===== src/rtl/popcount_serial_acc.sv =====
// Serial popcount: accepts a WIDTH-bit word, counts its set bits one nibble per clock,
// reports the per-word count and keeps a saturating running total across words.
module popcount_serial_acc #(
  parameter int WIDTH     = 16,
  parameter int ACC_WIDTH = 16,
  localparam int CW       = $clog2(WIDTH + 1)
) (
  input  logic                 Clock,
  input  logic                 Reset,
  input  logic                 InValid,
  input  logic [WIDTH-1:0]     InData,
  output logic                 Ready,
  input  logic                 Clear,
  output logic                 OutValid,
  output logic [CW-1:0]        Count,
  output logic [ACC_WIDTH-1:0] Total,
  output logic                 Saturated
);

  // state | meaning
  // IDLE  | Ready high, waiting for InValid
  // COUNT | one nibble of the latched word summed per clock, N clocks
  // DONE  | OutValid high for one cycle; Total updated on exit

  localparam int N  = WIDTH / 4;
  localparam int IW = (N > 1) ? $clog2(N) : 1;

  if ((WIDTH % 4) != 0 || WIDTH < 4) begin : g_bad_width
    $error("popcount_serial_acc: WIDTH must be a multiple of 4 and at least 4");
  end

  typedef enum logic [1:0] {IDLE, COUNT, DONE} state_t;

  state_t           state;
  logic [WIDTH-1:0] shift_q;
  logic [IW-1:0]    nib_idx;
  logic [CW-1:0]    partial;
  logic [CW-1:0]    partial_next;
  logic [ACC_WIDTH:0] total_sum;

  // Same 4-in/3-out ones-count used by the combinational encoder this replaces
  function automatic logic [2:0] ones4(input logic [3:0] n);
    ones4 = {2'b00, n[0]} + {2'b00, n[1]} + {2'b00, n[2]} + {2'b00, n[3]};
  endfunction

  assign partial_next = partial + CW'(ones4(shift_q[3:0]));
  assign total_sum    = {1'b0, Total} + (ACC_WIDTH + 1)'(Count);

  always_ff @(posedge Clock) begin
    if (Reset) begin
      state     <= IDLE;
      Ready     <= 1'b1;
      OutValid  <= 1'b0;
      Count     <= '0;
      Total     <= '0;
      Saturated <= 1'b0;
      shift_q   <= '0;
      nib_idx   <= '0;
      partial   <= '0;
    end else begin
      OutValid <= 1'b0;
      case (state)
        IDLE: begin
          if (InValid) begin
            shift_q <= InData;
            partial <= '0;
            nib_idx <= '0;
            Ready   <= 1'b0;
            state   <= COUNT;
          end
        end
        COUNT: begin
          shift_q <= shift_q >> 4;
          partial <= partial_next;
          nib_idx <= nib_idx + 1'b1;
          if (nib_idx == IW'(N - 1)) begin
            Count    <= partial_next;
            OutValid <= 1'b1;
            state    <= DONE;
          end
        end
        DONE: begin
          // Sum is one bit wider than Total so the carry flags saturation
          if (total_sum[ACC_WIDTH]) begin
            Total     <= '1;
            Saturated <= 1'b1;
          end else begin
            Total <= total_sum[ACC_WIDTH-1:0];
          end
          Ready <= 1'b1;
          state <= IDLE;
        end
        default: begin
          Ready <= 1'b1;
          state <= IDLE;
        end
      endcase
      // Clear overrides any Total update made on the same edge
      if (Clear) begin
        Total     <= '0;
        Saturated <= 1'b0;
      end
    end
  end

endmodule


===== config.mk =====
export PLATFORM = sky130hd
export DESIGN_NAME = popcount_serial_acc
export DESIGN_NICKNAME = d
export VERILOG_FILES = /design/src/rtl/popcount_serial_acc.sv
export SDC_FILE = /design/constraint.sdc
export NUM_CORES = 1
export LEC_CHECK = 0
export ABC_AREA = 1
export BUFFER_PORTS_ARGS = -buffer_cell sky130_fd_sc_hd__buf_4
export CORE_MARGIN = 1.5
export CORE_UTILIZATION = 60
export DETAILED_ROUTE_END_ITERATION = 10
export PLACE_DENSITY = 0.85
export REMOVE_ABC_BUFFERS = 1
export SLEW_MARGIN = 25
export SYNTH_ARGS = -nofsm -noshare
export SYNTH_HDL_FRONTEND = slang
export SYNTH_SLANG_ARGS = --single-unit

===== constraint.sdc =====
create_clock -name Clock -period 5.7 [get_ports Clock]
set_input_delay 0.57 -clock Clock [delete_from_list [all_inputs] [get_ports Clock]]
set_output_delay 0.57 -clock Clock [all_outputs]
set_load 0.02 [all_outputs]

-- After elaboration in Yosys (flattened, before gate mapping)
Index checks and enable logic that the tools add are counted.
- register bits: 49
- bits of input ports: 20
- output and inout bits: 24
- word-level logic and storage cells: 43
- add/sub/neg operators: 6
- equal/unequal tests: 5
- multiplexer cells: 13
- bitwise gates (word level): 1
- reductions and logical operators: 9
- operator list (operator ; number):
    $mux W16 ; 2
    $pmux W16 S2 ; 1
    $add A16 B5 Y17 ; 1
    $pmux W5 S2 ; 1
    $reduce_and A2 Y1 ; 5
    $pmux W2 S2 ; 2
    $mux W2 ; 3
    $add A5 B3 Y5 ; 1
    $mux W5 ; 1
    $eq A2 B2 Y1 const B ; 2
    $ne A2 B2 Y1 const B ; 2
    $reduce_or A2 Y1 ; 2
    $add A2 B1 Y3 ; 1
    $add A3 B1 Y3 ; 1
    $add A1 B1 Y2 ; 1
    $add A2 B1 Y2 const B ; 1
    $eq A2 B1 Y1 const B ; 1
    $logic_not A2 Y1 ; 1
    $mux W1 ; 2
    $pmux W1 S2 ; 1
    $reduce_bool A2 Y1 ; 1
    $not A1 Y1 ; 1

-- Logic depth before layout (Yosys ltp)
Gate-level depths: netlist of the first run.
- word-level depth: 5
- depth in mapped cells: 11
- depth with buffers taken out: 11

-- Worst setup path before layout of the first run
Ideal clock, no wire load.
- path kind: register -> register
- from: register shift_q[0]
- to: register partial[4]
- setup time: 71 ps
- arrival time: 2122 ps
- data required time: 5629 ps
- path slack: 3508 ps
- cell stages (with the launch flop): 9
- path buffers: 0
- clock period less this slack: 2192 ps
- path through: dfxtp_1 > fa_1 > inv_1 > fa_1 > fa_1 > nor2_1 > xor2_1 > nand2_1 > a21oi_1
- word-level cells in the longest chain between the ends: 5
- RTL lines (item ; RTL line ; RTL):
    start: declaration ; 35 ; logic [WIDTH-1:0] shift_q;
    start signal: assignment ; 65 ; shift_q <= InData;
    start signal: assignment ; 73 ; shift_q <= shift_q >> 4;
    $add A1 B1 Y2 ; 43 ; ones4 = {2'b00, n[0]} + {2'b00, n[1]} + {2'b00, n[2]} + {2'b00, n[3]};
    $add A2 B1 Y3 ; 43 ;
    $add A3 B1 Y3 ; 43 ;
    $add A5 B3 Y5 ; 46 ; assign partial_next = partial + CW'(ones4(shift_q[3:0]));
    $pmux W5 S2 ; 62 ; case (state)
    end signal: assignment ; 74 ; partial <= partial_next;
    end: declaration ; 37 ; logic [CW-1:0] partial;
No other way between the ends.
A chain may end at the register's enable or synchronous reset.

-- Final worst setup path of the first run
Ends and elaborated chain as after synthesis.

==> flow_metrics.tcl, run 1 <==
set metrics [dict create \
    status "finished, final reports clean" \
    grt_setup_unrepaired "no" \
    power.internal_uw 471.1 \
    area_growth_pct 15.45 \
    cts_hold_buf 0 \
    power_uw 637.7 \
    grt_pass1_wl_um 9087 \
    synth_top_area_share_pct 37.62 \
    core_um2 4086 \
    setup_viol 0 \
    yosys-top-cells-count "nand2_1, dfxtp_1, inv_1" \
    clockBufferDepth 2 \
    synth_edf_count 0 \
    pre_cts_ws_ns 3.329 \
    met1_usage_pct 34.67 \
    synthTopCellsByArea "dfxtp_1, nand2_1, nand3_1" \
    path_cells "fa_1 > inv_1 > fa_1 > fa_1 > nor2_1 > xor2_1 > nand2_1 > a21oi_1" \
    end_kind "register" \
    via_per_inst 5.374 \
    critPathKind "reg -> reg" \
    hold_viol_final 0 \
    fin_crit_ns 2.403 \
    syn_area_per_cell_um2 7.144 \
    drv_cap 0 \
    final.period_utilization_pct 42.15 \
    ys_types 32 \
    slowest_stage "fa_1" \
    yosys_register_bits 49 \
    cts.clk_slew.worst_paths_ns 0.09 \
    overflow 0 \
    nets 435 \
    synth_seq_area_share_pct 37.62 \
    final_cells 455 \
    powerDensity_nw_per_um2 211.8 \
    final.fill_count 333 \
    finalInstanceArea_um2 3010 \
    initial_core_util_pct 63.81 \
    use_met2_pct 41.35 \
    yosys_most_used_dff "dfxtp_1" \
    cp.required_ns 5.94 \
    wl_per_cell_um 12.11 \
    io_pins 44 \
    io_buffer_count 43 \
    synth_cells 365 \
    grt-busiest-layer "met2" \
    final_max_slew_viol_count 0 \
    vias 2445 \
    tns_ns 0 \
    yosys.cell_count.top_type "nand2_1" \
    p_sw_share_pct 26.12 \
    dpl.hpwl_um 4071 \
    postCtsSetupRepairBufs 0 \
    dp_cells 447 \
    cp.arrival_ns 2.64 \
    yosys.area.top_type "dfxtp_1" \
    seqPwrFrac_pct 56.7 \
    combPwrFrac_pct 10.8 \
    ctsRootBufferMaster "clkbuf_8" \
    power_leakage_uw 0.001416 \
    use_met3_pct 5.357 \
    grt_max_degree 29 \
    worst_slew_pin_slew_ns 0.8462 \
    syn_area_um2 2608 \
    grt_pass1_vias 2033 \
    die_height_um 68.92 \
    cpPeakStageDelay_ns 0.55 \
    drc 0 \
    cts_tree "built" \
    clock_latency_ns 0.30 \
    fin_skew_ns 0.007230 \
    num_rows 23 \
    die_x_um 68.92 \
    critPathMaxFanout 2 \
    cts_buffers 5 \
    track_usage_pct 25.69 \
    ys_warn_count 0 \
    synthArstFlopShare_pct 0 \
    ant_nets 0 \
    htreeDepth 2 \
    drt_iter0_markers 258 \
    drive_above_1_share_pct 17.04 \
    clockPowerShare_pct 32.4 \
    irDropWorstVdd_mv 0.1438 \
    cts_sinks 49 \
    diodes 0 \
    fmax_mhz 416.2 \
    antenna_found_initial 0 \
    cpMostUsedCell "fa_1" \
    die_area_um2 4750 \
    cp-start-kind "register" \
    gp_congestion 0.8554 \
    maxSlewHeadroom_pct 43.38 \
    first_pass_iters 4 \
    layout_setup_ws_ns 3.297 \
    placed_cell_area_um2 2919 \
    totalWireLength_um 5511 \
    power.switching_uw 166.6 \
    hp-class "reg -> reg" \
    post_cts_resize_count 0 \
]
layout by cell type (no fill, tap or decap), types with 7 or more instances in the layout:
cell type / n
a21oi_1: 22
buf_4: 43
dfxtp_1: 49
ha_1: 7
inv_1: 46
nand2_1: 103
nand3_1: 36
nor2_1: 22
o211ai_1: 11
o21ai_0: 11
registers in the layout, summed over array words and instances (netlist names):
| signal | cells |
|---|---|
| Count | 5 |
| OutValid | 1 |
| Ready | 1 |
| Saturated | 1 |
| Total | 16 |
| nib_idx | 2 |
| partial | 5 |
| shift_q | 16 |
| state | 2 |
final cells by class:
cell class              count  area [um^2]  share of cell area [%]
inverters                  51        196.4                   6.525
clock buffers               5        68.82                   2.286
well taps                  50        62.56                   2.078
repair buffers             43        322.8                   10.72
clock inverters             3        22.52                  0.7481
multi-input cells         254         1356                   45.05
flip-flops and latches     49        980.9                   32.59
layer usage:
metal / wire [um] / share of wire [%] / vias up
li1: - / - / 1264
met4: 75 / 1.4 / 0
met1: 2584 / 47 / 1097
met5: 0 / 0 / -
met3: 315 / 5.7 / 10
met2: 2535 / 46 / 74
cell families (layout without fill, tap and decap cells):
family	Yosys count	after routing	share of synthesized area (%)
compound gates	55	55	12.67
xor+xnor	6	6	2.015
buf+inv	62	102	10.36
flops	49	49	37.62
fa+ha+maj	11	11	6.430
simple gates	182	182	30.90
stage by stage:
step	hold slack, ns	util [%]
after CTS	0.4628	73.67
after floorplan	0.4294	-
after global placement	0.4423	71.43
final	0.4589	73.67
after global routing	0.4784	73.67
after detailed placement	0.4485	71.43
final timing paths:
| kind | startpoint | endpoint | slack [ns] | cells after the start |
|---|---|---|---|---|
| setup / recovery | shift_q[0]$_SDFFE_PP0P_ | partial[4]$_SDFFE_PP0P_ | 3.30 | 8 |
| hold / removal | Saturated$_SDFFE_PP0P_ | Saturated$_SDFFE_PP0P_ | 0.46 | 2 |
| setup reg to reg | shift_q[0]$_SDFFE_PP0P_ | partial[4]$_SDFFE_PP0P_ | 3.30 | 8 |
| hold reg to reg | Saturated$_SDFFE_PP0P_ | Saturated$_SDFFE_PP0P_ | 0.46 | 2 |
critical path: cells and delay by family (launching register included):
kind	cells	cell delay, ns
AOI/OAI and AO/OA	1	0.15
xor gates and xnor gates	1	0.20
buffers and inverters	1	0.05
DFF	1	0.34
and+or+nand+nor	2	0.22
adders and majority gates	3	1.38
power by group through the flow:
stage / combinational (uW) / sequential [uW] / clock, uW
after global routing: 78.8 / 363 / 226
after detailed placement: 68.9 / 370 / 0
after floorplan: 43.3 / 369 / 0
final: 68.9 / 362 / 207
after global placement: 66.3 / 369 / 0
after CTS: 69.4 / 362 / 212
Power figures use the tool's default switching activity.
==> run 2, diff against run 1 <==
- CORE_UTILIZATION: 60 -> 56
- PLACE_DENSITY: 0.85 -> 0.81
- clock period: 5.7 -> 2.5 ns (I/O delays scaled with it)
==> run 2 against run 1 <==
Against the previous run:
- register-to-register slack got worse by 3.2 ns
- critical endpoint unchanged
- via count shrank 0.74%
- highest routed layer unchanged
- worst hold slack worse by 0.29 ns
- combinational power grew 140%
- sequential power increased by 130%
==> flow_metrics.tcl, run 2 (synthesized netlist as in run 1, its figures left out) <==
set metrics [dict create \
    ctsRootBufferMaster "clkbuf_8" \
    hp-class "in -> reg" \
    hold_viol_final 0 \
    reg2reg_from "shift_q[0]$_SDFFE_PP0P_" \
    diodes 0 \
    power_leakage_uw 0.001440 \
    grt-busiest-layer "met2" \
    cts.clk_slew.worst_paths_ns 0.09 \
    cp.arrival_ns 2.60 \
    core_um2 4414 \
    layout_setup_ws_ns 0.1463 \
    grt_pass1_vias 2287 \
    placed_cell_area_um2 2944 \
    cts_hold_buf 0 \
    dpl.hpwl_um 4175 \
    powerDensity_nw_per_um2 517.2 \
    cts_buffers 5 \
    cp-start-kind "register" \
    drive_above_1_share_pct 17.65 \
    use_met2_pct 38.68 \
    cts_sinks 49 \
    num_rows 24 \
    cpPeakStageDelay_ns 0.53 \
    initial_core_util_pct 59.07 \
    antenna_found_initial 0 \
    first_pass_iters 4 \
    worst_slew_pin_slew_ns 0.5428 \
    cp.required_ns 2.75 \
    cpMostUsedCell "fa_1" \
    die_area_um2 5074 \
    tns_ns 0 \
    irDropWorstVdd_mv 0.5105 \
    r2r_slack_ns 0.15 \
    final.period_utilization_pct 94.15 \
    final_max_slew_viol_count 0 \
    totalWireLength_um 5581 \
    final.fill_count 382 \
    maxSlewHeadroom_pct 63.68 \
    grt_max_degree 28 \
    critPathMaxFanout 2 \
    critical_path.startpoint "shift_q[0]$_SDFFE_PP0P_" \
    use_met3_pct 4.501 \
    htreeDepth 2 \
    rr_worst_depth 8 \
    r2r-end "partial[4]$_SDFFE_PP0P_" \
    vias 2427 \
    critPathKind "reg -> reg" \
    fin_crit_ns 2.354 \
    slowest_stage "fa_1" \
    grt_setup_unrepaired "no" \
    grt_pass1_wl_um 9770 \
    finalInstanceArea_um2 3064 \
    fin_skew_ns 0.006795 \
    path_cells "fa_1 > inv_1 > fa_1 > fa_1 > nor2_1 > xor2_1 > nand2_1 > a21oi_1" \
    mostFrequentLayoutCell "nand2_1" \
    io_pins 44 \
    cts_tree "built" \
    io_buffer_count 43 \
    via_per_inst 5.276 \
    nets 438 \
    die_height_um 71.24 \
    status "finished, final reports clean" \
    setup_viol 0 \
    wl_per_cell_um 12.13 \
    end_kind "register" \
    postCtsSetupRepairBufs 0 \
    overflow 0 \
    drv_cap 0 \
    die_x_um 71.24 \
    post_cts_resize_count 0 \
    whs_ns 0.1685 \
    met1_usage_pct 31.02 \
    crit_path_end "partial[4]$_SDFFE_PP0P_" \
    track_usage_pct 23.58 \
    reg_top3 "Total x16, shift_q x16" \
    final_cell_mix "nand2_1, dfxtp_1, inv_1, buf_4, nand3_1" \
    gp_congestion 0.8620 \
    drc 0 \
    clockBufferDepth 2 \
    ant_nets 0 \
    fmax_mhz 424.9 \
    area_growth_pct 17.51 \
    drt_iter0_markers 110 \
    clock_latency_ns 0.31 \
    pre_cts_ws_ns 0.1635 \
]
## run 2: cell count changes in the layout (fill, tap and decap cells not counted), sizes merged
| cell | change |
|---|---|
| clkinv | -3 |
| bufinv | +1 |
| clkinvlp | +1 |
| clkbuf | +1 |
| buf | +3 |
## run 2: area by class of cell
cell class | count | area (um^2) | area share, %
tap | 52 | 65.06 | 2.123
inverter | 51 | 196.4 | 6.411
clock inverter | 2 | 37.54 | 1.225
sequential | 49 | 980.9 | 32.01
multi-input combinational | 254 | 1356 | 44.26
timing repair buffer | 46 | 345.3 | 11.27
clock buffer | 6 | 82.58 | 2.695
## run 2: worst min path at each step
stage                                       from                  endpoint  slack (ns)  depth (start not counted)
after floorplan                            Reset     Count[2]$_SDFFE_PP0P_        0.32                          1
after global placement    Saturated$_SDFFE_PP0P_    Saturated$_SDFFE_PP0P_        0.44                          2
after detailed placement      Ready$_SDFFE_PP1P_        Ready$_SDFFE_PP1P_        0.45                          2
after CTS                             InData[14]  shift_q[14]$_SDFFE_PP0P_        0.17                          3
after global routing                  InData[15]  shift_q[15]$_SDFFE_PP0P_        0.18                          3
final                                 InData[15]  shift_q[15]$_SDFFE_PP0P_        0.17                          3
## run 2: per-layer routing
| layer | vias up | part of all wire (%) |
|---|---|---|
| li1 | 1264 | - |
| met1 | 1122 | 49 |
| met2 | 32 | 46 |
| met3 | 9 | 2.7 |
| met4 | 0 | 1.6 |
| met5 | - | 0 |
## run 2: stage by stage
stage / power, uW / util (%) / cells
2_1_floorplan: 940.5 / - / 354
4_1_cts: 1596 / 69.42 / 460
6_report: 1585 / 69.42 / 460
3_5_place_dp: 1006 / 66.70 / 452
5_1_grt: 1657 / 69.42 / 460
3_3_place_gp: 1001 / 66.70 / 452
## run 2: power breakdown
group	total (uW)	switching, uW	internal [uW]
Clock	598	272	325
Combinational	162	91.8	70.5
Sequential	825	16.4	809
Total	1580	380	1200
## run 2: critical path, delay by kind of cell (launching register included)
family / cells / cell delay (ns)
buf+inv: 1 / 0.05
compound gates: 1 / 0.12
xor+xnor: 1 / 0.20
simple gates: 2 / 0.23
flops: 1 / 0.34
fa+ha+maj: 3 / 1.36
==> run 3, diff against run 2 <==
- GPL_ROUTABILITY_DRIVEN: default -> 0
- GPL_TIMING_DRIVEN: default -> 0
==> run 3 against run 2 <==
Against the previous run:
- clock skew down 0.00078 ns
- maximum frequency down 1.5%
- largest cell class unchanged
- clock-buffer cell count up 1
- register-to-register slack worse by 0.04 ns
- clock power down 14%
- utilization down 0.94 points
- total power down 5.4%
- flip-flop and latch count unchanged
- global-route usage up 0.30 points
- setup slack worse by 0.036 ns
- highest routed layer unchanged
- sequential power about the same
==> flow_metrics.tcl, run 3 (synthesized netlist as in run 1, its figures left out) <==
set metrics [dict create \
    status "finished, final reports clean" \
    seqPwrFrac_pct 55.1 \
    rr_worst_depth 8 \
    drc 0 \
    final.period_utilization_pct 95.59 \
    final_core_util_pct 68.48 \
    wl_per_cell_um 12.42 \
    cts_buffers 5 \
    clock_latency_ns 0.31 \
    path_cells "fa_1 > inv_1 > fa_1 > fa_1 > nor2_1 > xor2_1 > nand2_1 > a21oi_1" \
    power.internal_uw 1127 \
    placed_cell_area_um2 2922 \
    die_height_um 71.24 \
    hold_viol_final 0 \
    via_per_inst 5.313 \
    worst_slew_pin_slew_ns 0.8454 \
    hp-class "in -> reg" \
    drt_iter0_markers 172 \
    cts_sinks 49 \
    htreeDepth 2 \
    powerDensity_nw_per_um2 496.2 \
    final.fill_count 401 \
    critPathKind "reg -> reg" \
    ant_nets 0 \
    tns_ns 0 \
    irDropWorstVdd_mv 0.2407 \
    end_kind "register" \
    hp-start "InData[15]" \
    grt_setup_unrepaired "no" \
    diodes 0 \
    nets 435 \
    grt_max_degree 29 \
    ctsRootBufferMaster "clkbuf_8" \
    seqCellArea_um2 980.9 \
    combPwrFrac_pct 10.7 \
    power.switching_uw 373.5 \
    track_usage_pct 23.88 \
    cts.clk_slew.worst_paths_ns 0.09 \
    drive_above_1_share_pct 17.04 \
    postCtsSetupRepairBufs 0 \
    clockPowerShare_pct 34.2 \
    dpl.hpwl_um 4177 \
    hold-path-cell-count 3 \
    die_x_um 71.24 \
    clockBufferDepth 2 \
    final_max_slew_viol_count 0 \
    cts_tree "built" \
    r2r_slack_ns 0.11 \
    power_leakage_uw 0.001422 \
    cpMostUsedCell "fa_1" \
    fin_skew_ns 0.006012 \
    num_rows 24 \
    mostFrequentLayoutCell "nand2_1" \
    critPathMaxFanout 2 \
    core_um2 4414 \
    finalInstanceArea_um2 3023 \
    die_area_um2 5074 \
    io_buffer_count 43 \
    fmax_mhz 418.4 \
    first_pass_iters 4 \
    fin_crit_ns 2.390 \
    reg2reg_from "shift_q[0]$_SDFFE_PP0P_" \
    p_sw_share_pct 24.90 \
    post_cts_resize_count 0 \
    area_growth_pct 15.93 \
    reg_top3 "Total x16, shift_q x16" \
    initial_core_util_pct 59.07 \
    io_pins 44 \
    cpPeakStageDelay_ns 0.54 \
    grt_pass1_vias 2162 \
    final_cell_mix "nand2_1, dfxtp_1, inv_1" \
    hold_end "shift_q[15]$_SDFFE_PP0P_" \
    antenna_found_initial 0 \
    overflow 0 \
    multi_input_area_um2 1356 \
    maxSlewHeadroom_pct 43.43 \
    cp-start-kind "register" \
    setup_viol 0 \
    vias 2428 \
    cp.required_ns 2.74 \
    cts_hold_buf 0 \
    slowest_stage "fa_1" \
    cp.arrival_ns 2.63 \
    totalWireLength_um 5674 \
    grt_pass1_wl_um 9777 \
    drv_cap 0 \
    r2r-end "partial[4]$_SDFFE_PP0P_" \
]
[run 3: area by class of cell]
class                   instances  share of cell area [%]
multi-input cells             254                   44.87
flip-flops and latches         49                   32.45
repair buffers                 43                   10.68
inverters                      51                   6.498
clock buffers                   7                   3.187
well taps                      52                   2.152
clock inverters                 1                  0.1656
[run 3: worst max-delay path, delay by kind of cell, from the launching register on]
family | cells | cell delay (ns)
compound gates | 1 | 0.13
xor+xnor | 1 | 0.19
fa+ha+maj | 3 | 1.39
buf+inv | 1 | 0.05
flops | 1 | 0.34
simple gates | 2 | 0.22
[run 3: power groups by stage]
stage          clock (uW)  sequential (uW)  combinational [uW]
2_1_floorplan           0              842                98.7
5_1_grt               556              830                 180
3_3_place_gp            0              843                 153
6_report              513              826                 161
4_1_cts               521              826                 160
3_5_place_dp            0              844                 159
[run 3: worst max path at each step]
| stage | start | to | cells after the start |
|---|---|---|---|
| floorplan | shift_q[0]$_SDFFE_PP0P_ | partial[4]$_SDFFE_PP0P_ | 8 |
| global placement | shift_q[0]$_SDFFE_PP0P_ | partial[4]$_SDFFE_PP0P_ | 8 |
| detailed placement | shift_q[0]$_SDFFE_PP0P_ | partial[4]$_SDFFE_PP0P_ | 8 |
| CTS | shift_q[0]$_SDFFE_PP0P_ | partial[4]$_SDFFE_PP0P_ | 8 |
| global route | shift_q[0]$_SDFFE_PP0P_ | partial[4]$_SDFFE_PP0P_ | 8 |
| finish | shift_q[0]$_SDFFE_PP0P_ | partial[4]$_SDFFE_PP0P_ | 8 |
[run 3: metrics by stage]
step                hold WS (ns)  setup slack [ns]  instances  power (uW)
global placement          0.4402            0.1790        449       995.8
finish                    0.1621            0.1102        457        1500
detailed placement        0.4533            0.1525        449        1003
global route              0.1722           0.01441        457        1566
CTS                       0.1623            0.1199        457        1507
floorplan                 0.3191            0.2923        354       940.5
[run 3: per-layer routing]
metal	routed length (um)	GRT usage, %	vias to the layer above	part of all wire, %
li1	-	-	1259	-
met1	2747	32.68	1114	48
met2	2610	37.86	48	46
met3	244	5.345	7	4.3
met4	72	7.338	0	1.3
met5	0	0	-	0
